[src/rtl/imem_pkg.sv]
// Shared types and defaults for the byte-wide instruction memory controller.
// The loader write path exists only when IMEM_CTRL_LOADER_EN is defined.
package imem_pkg;

    localparam int IMEM_DEPTH_DEF  = 1024;
    localparam int IMEM_ADDR_W_DEF = 10;

    typedef logic [31:0] instr_t;

    typedef enum logic [2:0] {
        IDLE    = 3'd0,
        RD      = 3'd1,
        RD_LAST = 3'd2,
`ifdef IMEM_CTRL_LOADER_EN
        WR      = 3'd3,
`endif
        RESP    = 3'd4
    } state_t;

endpackage

[src/rtl/imem_ctrl_if.sv]
// Fetch, loader and byte-memory signals of imem_ctrl; the controller uses the
// slave modport, the surrounding core/loader/memory use the master modport.
interface imem_ctrl_if
    import imem_pkg::*;
#(
    parameter int ADDR_W = IMEM_ADDR_W_DEF
) ();

    logic              fetch_valid;
    logic [31:0]       fetch_addr;
    logic              fetch_ready;
    logic              fetch_rsp_valid;
    instr_t            fetch_instr;
    logic              fetch_err;

    logic              ld_valid;
    logic [31:0]       ld_addr;
    logic [31:0]       ld_wdata;
    logic              ld_ready;
    logic              ld_done;
    logic              ld_err;

    logic [ADDR_W-1:0] mem_addr;
    logic              mem_re;
    logic              mem_we;
    logic [7:0]        mem_wdata;
    logic [7:0]        mem_rdata;

    modport slave (
        input  fetch_valid, fetch_addr,
        output fetch_ready, fetch_rsp_valid, fetch_instr, fetch_err,
        input  ld_valid, ld_addr, ld_wdata,
        output ld_ready, ld_done, ld_err,
        output mem_addr, mem_re, mem_we, mem_wdata,
        input  mem_rdata
    );

    modport master (
        output fetch_valid, fetch_addr,
        input  fetch_ready, fetch_rsp_valid, fetch_instr, fetch_err,
        output ld_valid, ld_addr, ld_wdata,
        input  ld_ready, ld_done, ld_err,
        input  mem_addr, mem_re, mem_we, mem_wdata,
        output mem_rdata
    );

endinterface

[src/rtl/imem_rr_arbiter.sv]
// Two-way round-robin arbiter between fetch (index 0) and loader (index 1).
// The last-grant bit starts at the loader so fetch wins the first tie.
module imem_rr_arbiter (
    input  logic       clk,
    input  logic       reset,
    input  logic [1:0] req_i,
    input  logic       accept_i,
    output logic [1:0] gnt_o
);

    logic last_ld_q;
    logic last_ld_d;

    always_comb begin
        gnt_o = req_i;
        if (req_i == 2'b11) begin
            gnt_o = last_ld_q ? 2'b01 : 2'b10;
        end
    end

    assign last_ld_d = accept_i ? gnt_o[1] : last_ld_q;

    always_ff @(posedge clk) begin
        if (reset) begin
            last_ld_q <= 1'b1;
        end else begin
            last_ld_q <= last_ld_d;
        end
    end

endmodule

[src/rtl/imem_ctrl.sv]
// Serialises 32-bit instruction fetches and loader writes onto a byte-wide memory.
// Define IMEM_CTRL_LOADER_EN to build the loader write path; otherwise it is tied off.
module imem_ctrl
    import imem_pkg::*;
#(
    parameter int IMEM_DEPTH  = IMEM_DEPTH_DEF,
    parameter int IMEM_ADDR_W = IMEM_ADDR_W_DEF
) (
    input logic        clk,
    input logic        reset,
    imem_ctrl_if.slave bus
);

    localparam logic [IMEM_ADDR_W-1:0] ADDR_ONE = 1;

    if (IMEM_DEPTH != (1 << IMEM_ADDR_W)) begin : g_depth_check
        $error("IMEM_DEPTH must equal 2**IMEM_ADDR_W");
    end

    state_t                 state_q;
    logic [1:0]             cnt_q;
    logic [23:0]            shift_q;
    instr_t                 instr_q;
    logic                   rsp_valid_q;
    logic                   fetch_err_q;
    logic                   mem_re_q;
    logic [IMEM_ADDR_W-1:0] mem_addr_q;

    logic       fetch_req;
    logic       ld_req;
    logic       accept;
    logic [1:0] gnt;

`ifdef IMEM_CTRL_LOADER_EN
    logic [23:0] wdata_q;
    logic [7:0]  mem_wdata_q;
    logic        mem_we_q;
    logic        ld_done_q;
    logic        ld_err_q;
    logic        unused_bits;

    assign ld_req      = (state_q == IDLE) & bus.ld_valid;
    assign unused_bits = ^{bus.fetch_addr[31:IMEM_ADDR_W], bus.ld_addr[31:IMEM_ADDR_W]};
`else
    logic unused_bits;

    assign ld_req      = 1'b0;
    assign unused_bits = ^{bus.fetch_addr[31:IMEM_ADDR_W], bus.ld_valid,
                           bus.ld_addr, bus.ld_wdata};
`endif

    assign fetch_req = (state_q == IDLE) & bus.fetch_valid;
    assign accept    = |gnt;

    imem_rr_arbiter u_arb (
        .clk      (clk),
        .reset    (reset),
        .req_i    ({ld_req, fetch_req}),
        .accept_i (accept),
        .gnt_o    (gnt)
    );

    // Strobes are registered one cycle ahead: the accept edge already drives
    // byte 0, and read data arrives one cycle behind each mem_re.
    always_ff @(posedge clk) begin
        if (reset) begin
            state_q     <= IDLE;
            cnt_q       <= 2'd0;
            shift_q     <= '0;
            instr_q     <= '0;
            rsp_valid_q <= 1'b0;
            fetch_err_q <= 1'b0;
            mem_re_q    <= 1'b0;
            mem_addr_q  <= '0;
`ifdef IMEM_CTRL_LOADER_EN
            wdata_q     <= '0;
            mem_wdata_q <= '0;
            mem_we_q    <= 1'b0;
            ld_done_q   <= 1'b0;
            ld_err_q    <= 1'b0;
`endif
        end else begin
            rsp_valid_q <= 1'b0;
            fetch_err_q <= 1'b0;
`ifdef IMEM_CTRL_LOADER_EN
            ld_done_q   <= 1'b0;
            ld_err_q    <= 1'b0;
`endif
            case (state_q)
                IDLE: begin
                    if (gnt[0]) begin
                        if (bus.fetch_addr[1:0] != 2'b00) begin
                            rsp_valid_q <= 1'b1;
                            fetch_err_q <= 1'b1;
                            instr_q     <= '0;
                            state_q     <= RESP;
                        end else begin
                            mem_re_q   <= 1'b1;
                            mem_addr_q <= bus.fetch_addr[IMEM_ADDR_W-1:0];
                            cnt_q      <= 2'd0;
                            state_q    <= RD;
                        end
                    end
`ifdef IMEM_CTRL_LOADER_EN
                    else if (gnt[1]) begin
                        if (bus.ld_addr[1:0] != 2'b00) begin
                            ld_done_q <= 1'b1;
                            ld_err_q  <= 1'b1;
                            state_q   <= RESP;
                        end else begin
                            mem_we_q    <= 1'b1;
                            mem_addr_q  <= bus.ld_addr[IMEM_ADDR_W-1:0];
                            mem_wdata_q <= bus.ld_wdata[31:24];
                            wdata_q     <= bus.ld_wdata[23:0];
                            cnt_q       <= 2'd0;
                            state_q     <= WR;
                        end
                    end
`endif
                end
                RD: begin
                    if (cnt_q != 2'd0) begin
                        shift_q <= {shift_q[15:0], bus.mem_rdata};
                    end
                    if (cnt_q == 2'd3) begin
                        mem_re_q   <= 1'b0;
                        mem_addr_q <= '0;
                        state_q    <= RD_LAST;
                    end else begin
                        mem_addr_q <= mem_addr_q + ADDR_ONE;
                        cnt_q      <= cnt_q + 2'd1;
                    end
                end
                RD_LAST: begin
                    instr_q     <= {shift_q, bus.mem_rdata};
                    rsp_valid_q <= 1'b1;
                    state_q     <= RESP;
                end
`ifdef IMEM_CTRL_LOADER_EN
                WR: begin
                    if (cnt_q == 2'd3) begin
                        mem_we_q    <= 1'b0;
                        mem_addr_q  <= '0;
                        mem_wdata_q <= '0;
                        ld_done_q   <= 1'b1;
                        state_q     <= RESP;
                    end else begin
                        mem_addr_q  <= mem_addr_q + ADDR_ONE;
                        mem_wdata_q <= wdata_q[23:16];
                        wdata_q     <= {wdata_q[15:0], 8'h00};
                        cnt_q       <= cnt_q + 2'd1;
                    end
                end
`endif
                RESP: begin
                    state_q <= IDLE;
                end
                default: begin
                    state_q <= IDLE;
                end
            endcase
        end
    end

    assign bus.fetch_ready     = gnt[0];
    assign bus.fetch_rsp_valid = rsp_valid_q;
    assign bus.fetch_instr     = instr_q;
    assign bus.fetch_err       = fetch_err_q;

    // Memory strobes are masked by reset so an aborted transfer stops in the reset cycle.
    assign bus.mem_re   = mem_re_q & ~reset;
    assign bus.mem_addr = reset ? '0 : mem_addr_q;

`ifdef IMEM_CTRL_LOADER_EN
    assign bus.ld_ready  = gnt[1];
    assign bus.ld_done   = ld_done_q;
    assign bus.ld_err    = ld_err_q;
    assign bus.mem_we    = mem_we_q & ~reset;
    assign bus.mem_wdata = reset ? '0 : mem_wdata_q;
`else
    assign bus.ld_ready  = 1'b0;
    assign bus.ld_done   = 1'b0;
    assign bus.ld_err    = 1'b0;
    assign bus.mem_we    = 1'b0;
    assign bus.mem_wdata = '0;
`endif

endmodule

[src/flat_wrapper.sv]
// flat-port wrapper written by rule: the top's interface ports become plain ports
module imem_ctrl_flat import imem_pkg::*;
#(
    parameter int IMEM_DEPTH  = IMEM_DEPTH_DEF,
    parameter int IMEM_ADDR_W = IMEM_ADDR_W_DEF
)
  (clk, reset, bus_fetch_valid, bus_fetch_addr, bus_fetch_ready, bus_fetch_rsp_valid, bus_fetch_instr, bus_fetch_err, bus_ld_valid, bus_ld_addr, bus_ld_wdata, bus_ld_ready, bus_ld_done, bus_ld_err, bus_mem_addr, bus_mem_re, bus_mem_we, bus_mem_wdata, bus_mem_rdata);
  imem_ctrl_if #(.ADDR_W((10))) bus_i ();
  input logic clk;
  input logic reset;
  input wire logic [$bits(bus_i.fetch_valid)-1:0] bus_fetch_valid;
  input wire logic [$bits(bus_i.fetch_addr)-1:0] bus_fetch_addr;
  output wire logic [$bits(bus_i.fetch_ready)-1:0] bus_fetch_ready;
  output wire logic [$bits(bus_i.fetch_rsp_valid)-1:0] bus_fetch_rsp_valid;
  output wire logic [$bits(bus_i.fetch_instr)-1:0] bus_fetch_instr;
  output wire logic [$bits(bus_i.fetch_err)-1:0] bus_fetch_err;
  input wire logic [$bits(bus_i.ld_valid)-1:0] bus_ld_valid;
  input wire logic [$bits(bus_i.ld_addr)-1:0] bus_ld_addr;
  input wire logic [$bits(bus_i.ld_wdata)-1:0] bus_ld_wdata;
  output wire logic [$bits(bus_i.ld_ready)-1:0] bus_ld_ready;
  output wire logic [$bits(bus_i.ld_done)-1:0] bus_ld_done;
  output wire logic [$bits(bus_i.ld_err)-1:0] bus_ld_err;
  output wire logic [$bits(bus_i.mem_addr)-1:0] bus_mem_addr;
  output wire logic [$bits(bus_i.mem_re)-1:0] bus_mem_re;
  output wire logic [$bits(bus_i.mem_we)-1:0] bus_mem_we;
  output wire logic [$bits(bus_i.mem_wdata)-1:0] bus_mem_wdata;
  input wire logic [$bits(bus_i.mem_rdata)-1:0] bus_mem_rdata;
  assign bus_i.fetch_valid = bus_fetch_valid;
  assign bus_i.fetch_addr = bus_fetch_addr;
  assign bus_fetch_ready = bus_i.fetch_ready;
  assign bus_fetch_rsp_valid = bus_i.fetch_rsp_valid;
  assign bus_fetch_instr = bus_i.fetch_instr;
  assign bus_fetch_err = bus_i.fetch_err;
  assign bus_i.ld_valid = bus_ld_valid;
  assign bus_i.ld_addr = bus_ld_addr;
  assign bus_i.ld_wdata = bus_ld_wdata;
  assign bus_ld_ready = bus_i.ld_ready;
  assign bus_ld_done = bus_i.ld_done;
  assign bus_ld_err = bus_i.ld_err;
  assign bus_mem_addr = bus_i.mem_addr;
  assign bus_mem_re = bus_i.mem_re;
  assign bus_mem_we = bus_i.mem_we;
  assign bus_mem_wdata = bus_i.mem_wdata;
  assign bus_i.mem_rdata = bus_mem_rdata;
  imem_ctrl #(.IMEM_DEPTH(IMEM_DEPTH), .IMEM_ADDR_W(IMEM_ADDR_W)) u_core (.clk(clk), .reset(reset), .bus(bus_i));
endmodule
[config.mk]
export PLATFORM = sky130hd
export DESIGN_NAME = imem_ctrl_flat
export DESIGN_NICKNAME = d
export VERILOG_FILES = /design/src/rtl/imem_pkg.sv /design/src/rtl/imem_ctrl_if.sv /design/src/rtl/imem_rr_arbiter.sv /design/src/rtl/imem_ctrl.sv /design/src/flat_wrapper.sv
export SDC_FILE = /design/constraint.sdc
export NUM_CORES = 1
export LEC_CHECK = 0
export BUFFER_PORTS_ARGS = -buffer_cell sky130_fd_sc_hd__buf_4
export CAP_MARGIN = 20
export CORE_MARGIN = 4
export CORE_UTILIZATION = 42
export CTS_BUF_LIST = sky130_fd_sc_hd__clkbuf_2
export DETAILED_ROUTE_END_ITERATION = 8
export MAX_ROUTING_LAYER = met4
export PLACE_DENSITY = 0.79
export SLEW_MARGIN = 0
export SYNTH_ARGS = -nofsm -noshare
export SYNTH_HDL_FRONTEND = slang
export SYNTH_HIERARCHICAL = 1
export SYNTH_SLANG_ARGS = --single-unit
[constraint.sdc]
create_clock -name clk -period 2 [get_ports clk]
set_input_delay 0.3 -clock clk [delete_from_list [all_inputs] [get_ports clk]]
set_output_delay 0.3 -clock clk [all_outputs]
set_load 0.01 [all_outputs]
; ---- Word level (Yosys, flattened, before mapping)
; Cells that the tools add are included.
[classes]
mux = 23
n_bitwise = 4
reduce_logical = 12
eq_ne = 8
addsub = 2
[op_table]
columns = operator, count
row1 = 32-bit 2-to-1 mux, 2
row2 = 32-bit one-hot mux with 2 select lines, 1
row3 = 10-bit 2-to-1 mux, 4
row4 = 10-bit one-hot mux with 2 select lines, 1
row5 = "10-bit by 1-bit adder with 10-bit output, second input constant", 1
row6 = 3-bit 2-to-1 mux, 3
row7 = 3-bit one-hot mux with 3 select lines, 1
row8 = 4-bit AND reduction, 2
row9 = 2-bit nonzero test, 4
row10 = 2-bit 2-to-1 mux, 3
row11 = "2-bit inequality test, second input constant", 3
row12 = 3-bit AND reduction, 2
row13 = 1-bit 2-to-1 mux, 5
row14 = "2-bit by 1-bit inequality test with 1-bit output, second input constant", 2
row15 = 1-bit one-hot mux with 2 select lines, 2
row16 = 2-bit one-hot mux with 2 select lines, 1
row17 = 2-bit AND reduction, 2
row18 = "3-bit by 1-bit equality test with 1-bit output, second input constant", 1
row19 = "3-bit by 2-bit equality test with 1-bit output, second input constant", 1
row20 = 3-bit zero test, 1
row21 = "2-bit by 1-bit adder with 2-bit output, second input constant", 1
row22 = 1-bit bitwise AND, 2
row23 = "2-bit equality test, second input constant", 1
row24 = 1-bit NOT, 2
row25 = 2-bit OR reduction, 1
[totals]
wordCells = 57
reg_bits = 74
out_inout_bits = 58
input_bits = 108

; ---- Depth between registers and ports, before layout
; Gate-level depths: netlist of run 1.
[logic_depth]
ltp_word = 4
ltp_mapped = 10
depth_no_buf = 7

; ---- By module
; Netlist of run 1, hierarchy kept.
[by_module_without_submodules]
columns = mod, instances, cells_each, seq_area_each_um2, area_per_inst_um2
row1 = imem_ctrl, 1, 387, 1481.4, 3040.4
row2 = imem_rr_arbiter, 1, 6, 20.0, 53.8

; ---- Worst setup path after synthesis of run 1
; OpenSTA, ideal clock, no wires.
[synth_path]
path_type = register -> register
start = register u_core.state_q[0]
end = register u_core.instr_q[10] (netlist: u_core/bus.fetch_instr[10])
t_arrival_ns = 2.294
stages_incl_launch_ff = 11
setup_ns = 0.122
required_time_ns = 1.878
n_path_buf = 3
synth_period_minus_slack_ns = 2.416
setup_slack_ns = -0.416
path_cell_list = dfxtp_1 > buf_4 > nor2_1 > and3_1 > a21boi_0 > o21ai_0 > a21boi_2 > or2_2 > clkbuf_1 > buf_2 > a21oi_1
[synth_between]
elab_chain_len = 4
elab_cells_between_ends = 8
cone_classes = 3 x eq/ne / 1 x mux / 1 x bitwise / 3 x reduce/logical
[synth_lines]
columns = item, line
row1 = from (decl), imem_ctrl.sv:20  ; state_t state_q;
row2 = from (signal assigned), imem_ctrl.sv:67  ; state_q <= IDLE;
row3 = from (signal assigned), imem_ctrl.sv:96  ; state_q <= RESP;
row4 = from (signal assigned), imem_ctrl.sv:101  ; state_q <= RD;
row5 = 3-bit zero test, imem_ctrl.sv:52  ; assign fetch_req = (state_q == IDLE) & bus.fetch_valid;
row6 = 1-bit bitwise AND, imem_ctrl.sv:52
row7 = via u_core.fetch_req, imem_ctrl.sv:29  ; logic fetch_req;
row8 = 2-bit by 1-bit inequality test with 1-bit output (no source line), n/a
row9 = 3-bit AND reduction (no source line), n/a
row10 = to (signal assigned), imem_ctrl.sv:135  ; instr_q <= {shift_q, bus.mem_rdata};
row11 = to (decl), imem_ctrl.sv:23  ; instr_t instr_q;
; The timed path passes the listed nets, and every way through them passes these cells.
; A chain may end at the register's enable or synchronous reset.

; ---- Worst setup path after layout of run 1
[layout_path]
start = register u_core.state_q[0]
end = register u_core.instr_q[11] (netlist: u_core/bus.fetch_instr[11])
; The elaborated chain is that of the path after synthesis.

==> flow_summary.ini, run 1 <==
[clock_tree]
tritoncts = done
cts_buffers = 9
clkTransAtPathRegs_ns = 0.23
clk_path_buf_depth = 2
cts-root-buf = clkbuf_2
htreeDepth = 3
clock_latency_ns = 0.53
cts_sinks = 75

[logic_synthesis]
syn-cell-area_mm2 = 0.00309
yosysSeqAreaShare = 0.485
yosys_warnings = 6
ys_ff_latch = 75
syn_avg_cell_area_um2 = 7.87
synthArstFlopShare = 0
yosys_most_used_dff = dfxtp_1
ys_types = 45
synth_edf_count = 0
synthesis.instances = 393

[drt]
routed_wirelength_mm = 7.64
detail-route-antenna-nets = 0
routedWlPerCell_um = 13.3
drt_iter0_markers = 157
vias = 2904
drc = 0
firstDrtPassIters = 5
viasPerCell = 5.04

[setup_path]
worstPathCellList = nor2_2 -> and3_1 -> a21boi_4 -> o21ai_2 -> a21boi_2 -> buf_4 -> buf_12 -> nor2_1 -> a21oi_1
critPathArrivalTime_ns = 2.37
setup.worst_path.end = u_core/bus.fetch_instr[11]$_SDFFE_PP0P_
r2r-end = u_core/bus.fetch_instr[11]$_SDFFE_PP0P_
cp-end-kind = flop
r2r_start = u_core/state_q[0]$_SDFFE_PP0P_
reg2reg_setup_slack_ns = 0.09
cp_slowest_stage_delay_ns = 0.38
reg2regPathDepth = 9
path_max_fanout = 16
crit_type = flop to flop
crit_start = u_core/state_q[0]$_SDFFE_PP0P_
cp_slowest_cell = dfxtp_2
cp-start-kind = flop
worstPathRequired_ns = 2.46

[timing]
tightestPinTransition_ns = 0.579
hold_violations = 0
fmax_mhz = 523
clock_skew_ns = 0.0360
setup_tns_ns = 0
finalSetupViolCount = 0
relSlewSlack = 0.614
period_share = 0.956
finalMaxSlewViolations = 0
min_period_ns = 1.91

[place]
hpwl_mm = 4.83
gp_congestion = 0.812
port_buffers = 66
dp_cells = 546

[finish]
drive_gt1_frac = 0.235
insertedDiodeCount = 0
finalNonFillerCells = 576
utilization = 0.548
area_growth_syn_to_layout_pct = 27.7
nNetsFinal = 583

[flow_run]
maxCapViolCount = 0

[worst_hold_path]
holdPathStages = 3
hold_path.class = primary input to flop

[grt]
grt_max_degree = 55
grt_use_total = 0.169
grt_pass1_vias = 2602
overflow = 0
grt_pass1_wl_mm = 11.7
antenna_found_initial = 0

[die]
io_pins = 166
die_width_um = 93.8
dieArea_mm2 = 0.00880
chipHeight_um = 93.8
start_util = 0.429
row_count = 31
coreArea_mm2 = 0.00721

[power_and_ir_drop]
leakagePower_nw = 1.54
power_density_mw_per_mm2 = 752
vdd_drop_max_mv = 0.296

[outcome]
status = finished clean
==> state kept, by name (all words and copies together), names as in the netlist <==
name and flops:
u_core/bus.fetch_instr 32, u_core/shift_q 24, u_core/mem_addr_q 10, u_core/state_q 3, u_core/cnt_q 2, u_core/bus.fetch_err 1
u_core/bus.fetch_rsp_valid 1, u_core/mem_re_q 1, u_core/u_arb/last_ld_q 1
==> final cells by class <==
type,instances,area (µm²)
clock inverters,7,61.3
multi-input cells,289,1460
fillers,687,3260
repair buffers,90,731
clock buffers,9,45.0
flip-flops and latches,75,1500
well taps,99,124
inverters,7,26.3
==> per-layer routing <==
layer  track usage  up-vias  share of wire
met1         0.223     1327           0.46
met3        0.0272       11          0.059
li1              -     1458              -
met4        0.0770        0          0.016
met5             -        -              0
met2         0.256      108           0.47
==> timing repair <==
| action | CTS | global route |
|---|---|---|
| gates resized for setup | 1 | 9 |
| setup endpoints to repair | 10 | 31 |
| endpoints found under the hold margin | 14 | 0 |
| setup buffers | 0 | 1 |
| gates cloned | 0 | 3 |
| hold buffers | 10 | 0 |
| pin swaps | 0 | 1 |
==> Yosys cell counts, drive strengths merged (2+ instances only) <==
cell / count / area [µm²]
nor4: 4 / 37.5
ha: 3 / 37.5
o2bb2ai: 2 / 17.5
a2111oi: 2 / 17.5
a31oi: 3 / 18.8
nor2: 50 / 190
nor2b: 10 / 62.6
o21ai: 6 / 30.0
a211oi: 4 / 35.0
a21boi: 3 / 26.3
nand4: 3 / 18.8
o21a: 2 / 15.0
clkbuf: 14 / 52.6
nand3: 5 / 25.0
a22oi: 2 / 15.0
a32oi: 2 / 17.5
a21oi: 63 / 315
dfxtp: 75 / 1500
nor3: 2 / 10.0
nand2: 89 / 334
buf: 23 / 148
inv: 7 / 26.3
or2: 4 / 25.0
==> through the flow <==
step / setup WS, ns / area (µm²) / hold WS, ns / total power, mW
after floorplan: -0.00242 / 3150 / 0.394 / 1.96
after global placement: 0.103 / 3670 / 0.444 / 2.15
after detailed placement: 0.0515 / 3670 / 0.447 / 2.16
after CTS: 0.0510 / 3880 / 0.00447 / 2.95
after global routing: -0.0190 / 3950 / 0.0249 / 3.11
final: 0.0885 / 3950 / 0.0348 / 2.97
==> power by group <==
part | internal, mW | switching (mW) | total (mW)
Combinational | 0.262 | 0.286 | 0.548
Sequential | 1.59 | 0.0546 | 1.64
Clock | 0.188 | 0.590 | 0.778
==> how the worst min path moves through the flow <==
stage	slack, ns	endpoint	start
6_report	0.03	u_core/mem_addr_q[7]$_SDFFE_PP0P_	bus_fetch_addr[7]
5_1_grt	0.02	u_core/mem_addr_q[3]$_SDFFE_PP0P_	bus_fetch_addr[3]
4_1_cts	0.004	u_core/mem_addr_q[7]$_SDFFE_PP0P_	bus_fetch_addr[7]
3_5_place_dp	0.45	u_core/bus.fetch_instr[31]$_SDFFE_PP0P_	u_core/shift_q[23]$_SDFFE_PP0P_
3_3_place_gp	0.44	u_core/bus.fetch_instr[31]$_SDFFE_PP0P_	u_core/shift_q[23]$_SDFFE_PP0P_
2_1_floorplan	0.39	u_core/u_arb/last_ld_q$_SDFFE_PP1P_	reset
==> critical path: cells and delay by family, from the launching register on <==
kind	cells	cell delay (ns)
DFF	1	0.38
buffers and inverters	2	0.33
and+or+nand+nor	3	0.35
AOI/OAI and AO/OA	4	0.78
==> cells by family after synthesis <==
logic type               share of synthesized area
other                                      0.00121
buffers and inverters                       0.0732
flip-flops                                   0.485
AO/OA/AOI/OAI                                0.180
adder cells (fa/ha/maj)                     0.0121
AND/OR/NAND/NOR                              0.248
==> placed cells by master (no fill, tap or decap), types with 4 or more instances in the layout <==
cell           Yosys  layout
dlygate4sd3_1      0      10
nand2_1           89      89
o21ai_0            6       4
inv_1              7       7
buf_4             13      78
nor2_1            49      48
or2_2              3       5
nor2b_1           10      10
clkbuf_2           0       9
conb_1             1      14
dfxtp_1           75      74
nand3_1            5       5
a21oi_1           63      63
No activity file was read; power rests on OpenSTA's default activity.
==> inputs of run 2 (changes only) <==
--- a/config.mk
+++ b/config.mk
@@ -7,6 +7,7 @@
 export LEC_CHECK = 0
 export BUFFER_PORTS_ARGS = -buffer_cell sky130_fd_sc_hd__buf_4
 export CAP_MARGIN = 20
+export CORE_ASPECT_RATIO = 1.5
 export CORE_MARGIN = 4
 export CORE_UTILIZATION = 42
 export CTS_BUF_LIST = sky130_fd_sc_hd__clkbuf_2
==> run 2 against run 1 <==
Against the previous run:
- final cell count rose by 0.17%
- non-clock buffer count did not move
- worst hold slack better by 0.0031 ns
- critical endpoint is now u_core/shift_q[23]$_SDFFE_PP0P_
- total power is 1.8% higher
==> flow_summary.ini, run 2 (same netlist as run 1, synthesis figures left out) <==
[outcome]
status = finished clean

[timing]
setup_tns_ns = 0
clock_skew_ns = 0.0285
hold_violations = 0
period_share = 0.952
fmax_mhz = 525
relSlewSlack = 0.455
setup_slack_ns = 0.0951
finalSetupViolCount = 0
tightestPinTransition_ns = 0.818
min_period_ns = 1.90
finalMaxSlewViolations = 0
whs_ns = 0.0379

[die]
chipHeight_um = 113
coreArea_mm2 = 0.00723
start_util = 0.428
die_width_um = 78.1
dieArea_mm2 = 0.00883
io_pins = 166
row_count = 38

[power_and_ir_drop]
vdd_drop_max_mv = 0.418
leakagePower_nw = 1.55
finalPower_mw = 3.02
power_density_mw_per_mm2 = 767

[finish]
largest_register_ffs = 32
final_cell_mix = 89 x nand2_1, 80 x buf_4, 74 x dfxtp_1, 63 x a21oi_1, 49 x nor2_1
area_growth_syn_to_layout_pct = 27.4
layout_commonest_cell = nand2_1
drive_gt1_frac = 0.235
finalNonFillerCells = 577
finalInstanceArea_mm2 = 0.00394
nNetsFinal = 583
utilization = 0.545
insertedDiodeCount = 0

[worst_hold_path]
min_from = bus_fetch_addr[5]
hold_path.class = primary input to flop
holdPathStages = 3
hold_path_end = u_core/mem_addr_q[5]$_SDFFE_PP0P_

[place]
dp_cells = 549
place_area_mm2 = 0.00369
hpwl_mm = 5.16
port_buffers = 66
place_ws_ns = -0.0548
gp_congestion = 0.788

[clock_tree]
tritoncts = done
clock_latency_ns = 0.54
htreeDepth = 3
cts_sinks = 75
clk_path_buf_depth = 2
cts_buffers = 9
cts-root-buf = clkbuf_2
clkTransAtPathRegs_ns = 0.20

[flow_run]
maxCapViolCount = 0

[setup_path]
path_max_fanout = 24
path_buf_inv = 1
r2r_start = u_core/state_q[0]$_SDFFE_PP0P_
cp-start-kind = flop
cp_slowest_stage_delay_ns = 0.54
cp_slowest_cell = or2_1
reg2reg_setup_slack_ns = 0.1
path_delay_family = simple AND/OR/NAND/NOR gates
cp-end-kind = flop
crit_type = flop to flop
worstPathCellList = buf_4 -> or3b_1 -> or2_1 -> nand2_1 -> a21oi_1
r2r-end = u_core/shift_q[23]$_SDFFE_PP0P_
reg2regPathDepth = 5
critPathArrivalTime_ns = 2.30
worstPathRequired_ns = 2.39

[drt]
vias = 2949
detail-route-antenna-nets = 0
routed_wirelength_mm = 7.91
viasPerCell = 5.11
drt_iter0_markers = 160
drc = 0
routedWlPerCell_um = 13.7
firstDrtPassIters = 5

[grt]
grt_pass1_wl_mm = 12.7
grt_pass1_vias = 2821
grt_use_total = 0.183
grt_max_degree = 55
overflow = 0
antenna_found_initial = 0
[run 2: cell count changes in the layout (fill, tap and decap cells not counted), sizes merged]
| cell | change |
|---|---|
| buf | +2 |
| bufinv | +1 |
| inv | -3 |
| dlygate4sd3 | -1 |
| clkinv | +2 |
| clkinvlp | -1 |
[run 2: cell type report]
class / count / area (µm²)
Sequential cell: 75 / 1500
Tap cell: 100 / 125
Clock buffer: 10 / 50.0
Multi-Input combinational cell: 289 / 1460
Inverter: 7 / 26.3
Fill cell: 720 / 3290
Timing Repair Buffer: 90 / 711
Clock inverter: 6 / 66.3
[run 2: repair_timing]
action                                  4_1_cts  5_1_grt
endpoints found under the hold margin        17        0
cloned                                        0        2
pin swaps                                     0        0
hold buffers                                  9        0
resized for setup                             2        7
endpoints found under the setup margin        6       18
setup buffers                                 0        1
[run 2: per-layer routing]
metal | global-route usage | up-vias | wire length (µm)
met5 | - | - | 0
met4 | 0.0898 | 0 | 205
met1 | 0.193 | 1347 | 3070
met3 | 0.0486 | 22 | 560
li1 | - | 1450 | -
met2 | 0.315 | 130 | 4070
[run 2: worst min-delay path, delay by kind of cell]
family | cells | cell delay, ns
buffers and inverters | 1 | 0.08
AOI/OAI and AO/OA | 2 | 0.17
[run 2: worst max-delay path by stage]
| stage | start | end | slack (ns) | cells past startpoint |
|---|---|---|---|---|
| after floorplan | u_core/state_q[0]$_SDFFE_PP0P_ | u_core/bus.fetch_instr[10]$_SDFFE_PP0P_ | -0.002 | 10 |
| after global placement | u_core/state_q[2]$_SDFFE_PP0P_ | u_core/mem_addr_q[2]$_SDFFE_PP0P_ | 0.04 | 7 |
| after detailed placement | u_core/state_q[2]$_SDFFE_PP0P_ | u_core/mem_addr_q[2]$_SDFFE_PP0P_ | -0.05 | 7 |
| after CTS | u_core/state_q[2]$_SDFFE_PP0P_ | u_core/mem_addr_q[2]$_SDFFE_PP0P_ | 0.05 | 7 |
| after global routing | u_core/state_q[0]$_SDFFE_PP0P_ | u_core/shift_q[23]$_SDFFE_PP0P_ | -0.006 | 5 |
| final | u_core/state_q[0]$_SDFFE_PP0P_ | u_core/shift_q[23]$_SDFFE_PP0P_ | 0.1 | 5 |
[run 2: where the power goes]
part           internal, mW  total, mW  leakage [nW]  switching [mW]
clock network         0.296      0.840        0.0758           0.544
registers              1.59       1.64         0.611          0.0541
logic                 0.255      0.541         0.864           0.287
==> inputs of run 3 (changes only) <==
--- a/config.mk
+++ b/config.mk
@@ -5,6 +5,7 @@
 export SDC_FILE = /design/constraint.sdc
 export NUM_CORES = 1
 export LEC_CHECK = 0
+export ABC_AREA = 1
 export BUFFER_PORTS_ARGS = -buffer_cell sky130_fd_sc_hd__buf_4
 export CAP_MARGIN = 20
 export CORE_ASPECT_RATIO = 1.5
@@ -13,7 +14,7 @@
 export CTS_BUF_LIST = sky130_fd_sc_hd__clkbuf_2
 export DETAILED_ROUTE_END_ITERATION = 8
 export MAX_ROUTING_LAYER = met4
-export PLACE_DENSITY = 0.79
+export PLACE_DENSITY = 0.78
 export SLEW_MARGIN = 0
 export SYNTH_ARGS = -nofsm -noshare
 export SYNTH_HDL_FRONTEND = slang
==> run 3 against run 2 <==
Against the previous run:
- worst hold slack better by 0.045 ns
- synthesized cell count is 14% higher
- non-clock buffer count is 4 lower
- first-iteration DRC count is 17% higher
- global-route usage is 1.3 points lower
==> flow_summary.ini, run 3 <==
[setup_path]
cp_slowest_cell = dfxtp_2
cp_slowest_stage_delay_ns = 0.38
worstPathRequired_ns = 2.39
critPathArrivalTime_ns = 2.22
crit_type = flop to flop
path_max_fanout = 48
cp_common_cell = buf_4
cp-start-kind = flop
cp-end-kind = flop
worstPathCellList = buf_4 -> nor2_2 -> nand2_2 -> or2_1 -> buf_4 -> o21ai_0 -> a21oi_1
reg2regPathDepth = 7

[power_and_ir_drop]
pwr-share-clk = 0.234
switching_share = 0.316
p_int_mw = 1.99
seq_power_share = 0.561
vdd_drop_max_mv = 0.343
leakagePower_nw = 1.72
p_comb_frac = 0.204
p_switching_mw = 0.916
finalPower_mw = 2.90
power_density_mw_per_mm2 = 727

[logic_synthesis]
synthTopCellsByArea = dfxtp_1 47%, nand2_1 13%, a21oi_1 10%
ys_types = 28
synthArstFlopShare = 0
synth_edf_count = 0
synth_common_cells = 113 x nand2_1, 75 x dfxtp_1, 66 x a21oi_1
yosysSeqAreaShare = 0.468
syn-cell-area_mm2 = 0.00321
yosys_warnings = 6
syn_avg_cell_area_um2 = 7.16
synth_top_area_cell = dfxtp_1
synthesis.instances = 448
ys_ff_latch = 75
synth.most_common_cell = nand2_1
synthDominantCellAreaShare = 0.468
yosys_most_used_dff = dfxtp_1

[die]
die_width_um = 79.3
start_util = 0.438
row_count = 38
coreArea_mm2 = 0.00732
dieArea_mm2 = 0.00912
io_pins = 166
chipHeight_um = 115

[finish]
area_growth_syn_to_layout_pct = 24.6
insertedDiodeCount = 0
largest_register_ffs = 32
n_fill_cell = 738
drive_gt1_frac = 0.203
layout_commonest_cell = nand2_1
finalNonFillerCells = 631
nNetsFinal = 637
final_cell_mix = 112 x nand2_1, 78 x buf_4, 72 x dfxtp_1, 66 x a21oi_1, 55 x inv_1

[timing]
hold_violations = 0
finalMaxSlewViolations = 0
min_period_ns = 1.83
setup_tns_ns = 0
clock_skew_ns = 0.0235
rsz0062_at_grt = no
period_share = 0.916
finalSetupViolCount = 0
fmax_mhz = 546

[clock_tree]
clock_latency_ns = 0.50
cts_buffers = 9
htreeDepth = 3
tritoncts = done
clkTransAtPathRegs_ns = 0.20
clk_path_buf_depth = 2
cts-root-buf = clkbuf_2
cts_sinks = 75

[place]
gp_congestion = 0.865
dp_cells = 608
hpwl_mm = 5.15
port_buffers = 66

[grt]
grt_pass1_wl_mm = 12.0
grt_use_total = 0.170
antenna_found_initial = 0
overflow = 0
grt_pass1_vias = 2806
grt_max_degree = 49

[drt]
detail-route-antenna-nets = 0
drt_iter0_markers = 187
drc = 0
firstDrtPassIters = 4
routed_wirelength_mm = 7.38
vias = 2966
viasPerCell = 4.70
routedWlPerCell_um = 11.7

[worst_hold_path]
holdPathStages = 3
hold_path.class = primary input to flop

[flow_run]
maxCapViolCount = 0

[outcome]
status = finished clean
[run 3: cell count changes after synthesis, moves of 5 or more]
cell / before / now
buf_2: 10 / 5
inv_1: 7 / 56
nand2_1: 89 / 113
nand3_1: 5 / 15
nor2_1: 49 / 35
nor2b_1: 10 / 0
o21ai_0: 6 / 32
[run 3: power groups by stage]
stage / logic [mW] / clock network [mW] / registers (mW)
floorplan: 0.374 / 0 / 1.65
global placement: 0.549 / 0 / 1.65
detailed placement: 0.563 / 0 / 1.66
CTS: 0.585 / 0.716 / 1.63
global route: 0.661 / 0.778 / 1.64
finish: 0.593 / 0.680 / 1.63
[run 3: logic make-up (layout without fill, tap and decap cells)]
kind of cell | count (synthesis) | in the layout | synth area share
compound gates | 102 | 102 | 0.164
xor+xnor | 1 | 1 | 0.00273
fa+ha+maj | 3 | 3 | 0.0117
buf+inv | 90 | 159 | 0.128
flops | 75 | 75 | 0.468
other cells | 1 | 15 | 0.00117
simple gates | 176 | 176 | 0.224
[run 3: critical path, delay by kind of cell (launching register included)]
kind	cells	cell delay, ns
simple gates	3	0.61
flops	1	0.38
buf+inv	2	0.40
compound gates	2	0.32
[run 3: stage by stage]
stage	setup slack (ns)	area (µm²)	hold WS, ns	util
2_1_floorplan	0.110	3260	0.388	-
3_3_place_gp	0.282	3800	0.431	0.519
3_5_place_dp	0.203	3800	0.436	0.519
4_1_cts	0.00707	3970	0.0157	0.542
5_1_grt	0.0518	3990	0.0286	0.545
6_report	0.167	3990	0.0824	0.545
[run 3: cell type report]
| type | count | area [µm²] | area share |
|---|---|---|---|
| well taps | 100 | 125 | 0.0313 |
| flip-flops and latches | 75 | 1510 | 0.378 |
| inverters | 57 | 214 | 0.0536 |
| repair buffers | 86 | 676 | 0.169 |
| clock inverters | 4 | 27.5 | 0.00689 |
| clock buffers | 12 | 60.1 | 0.0150 |
| multi-input cells | 297 | 1380 | 0.346 |
[run 3: worst paths after layout]
kind,from,endpoint,slack [ns]
worst min-delay path,bus_mem_rdata[3],u_core/bus.fetch_instr[3]$_SDFFE_PP0P_,0.08
worst min register to register,u_core/shift_q[18]$_SDFFE_PP0P_,u_core/shift_q[18]$_SDFFE_PP0P_,0.46
worst max-delay path,u_core/state_q[2]$_SDFFE_PP0P_,u_core/shift_q[5]$_SDFFE_PP0P_,0.17
worst max register to register,u_core/state_q[2]$_SDFFE_PP0P_,u_core/shift_q[5]$_SDFFE_PP0P_,0.17
[run 3: repair_timing]
item	4_1_cts	5_1_grt
hold buffers	7	0
buffers inserted	0	1
hold endpoints to repair	7	0
pin swaps	1	1
endpoints found under the setup margin	1	1
gates resized for setup	5	7
[run 3: routing by layer]
| metal | global-route usage | up-vias | wire length, µm | share of wire |
|---|---|---|---|---|
| met1 | 0.187 | 1333 | 3130 | 0.42 |
| met3 | 0.0329 | 15 | 412 | 0.056 |
| met5 | - | - | 0 | 0 |
| met4 | 0.0906 | 0 | 180 | 0.024 |
| met2 | 0.287 | 88 | 3660 | 0.50 |
| li1 | - | 1530 | - | - |
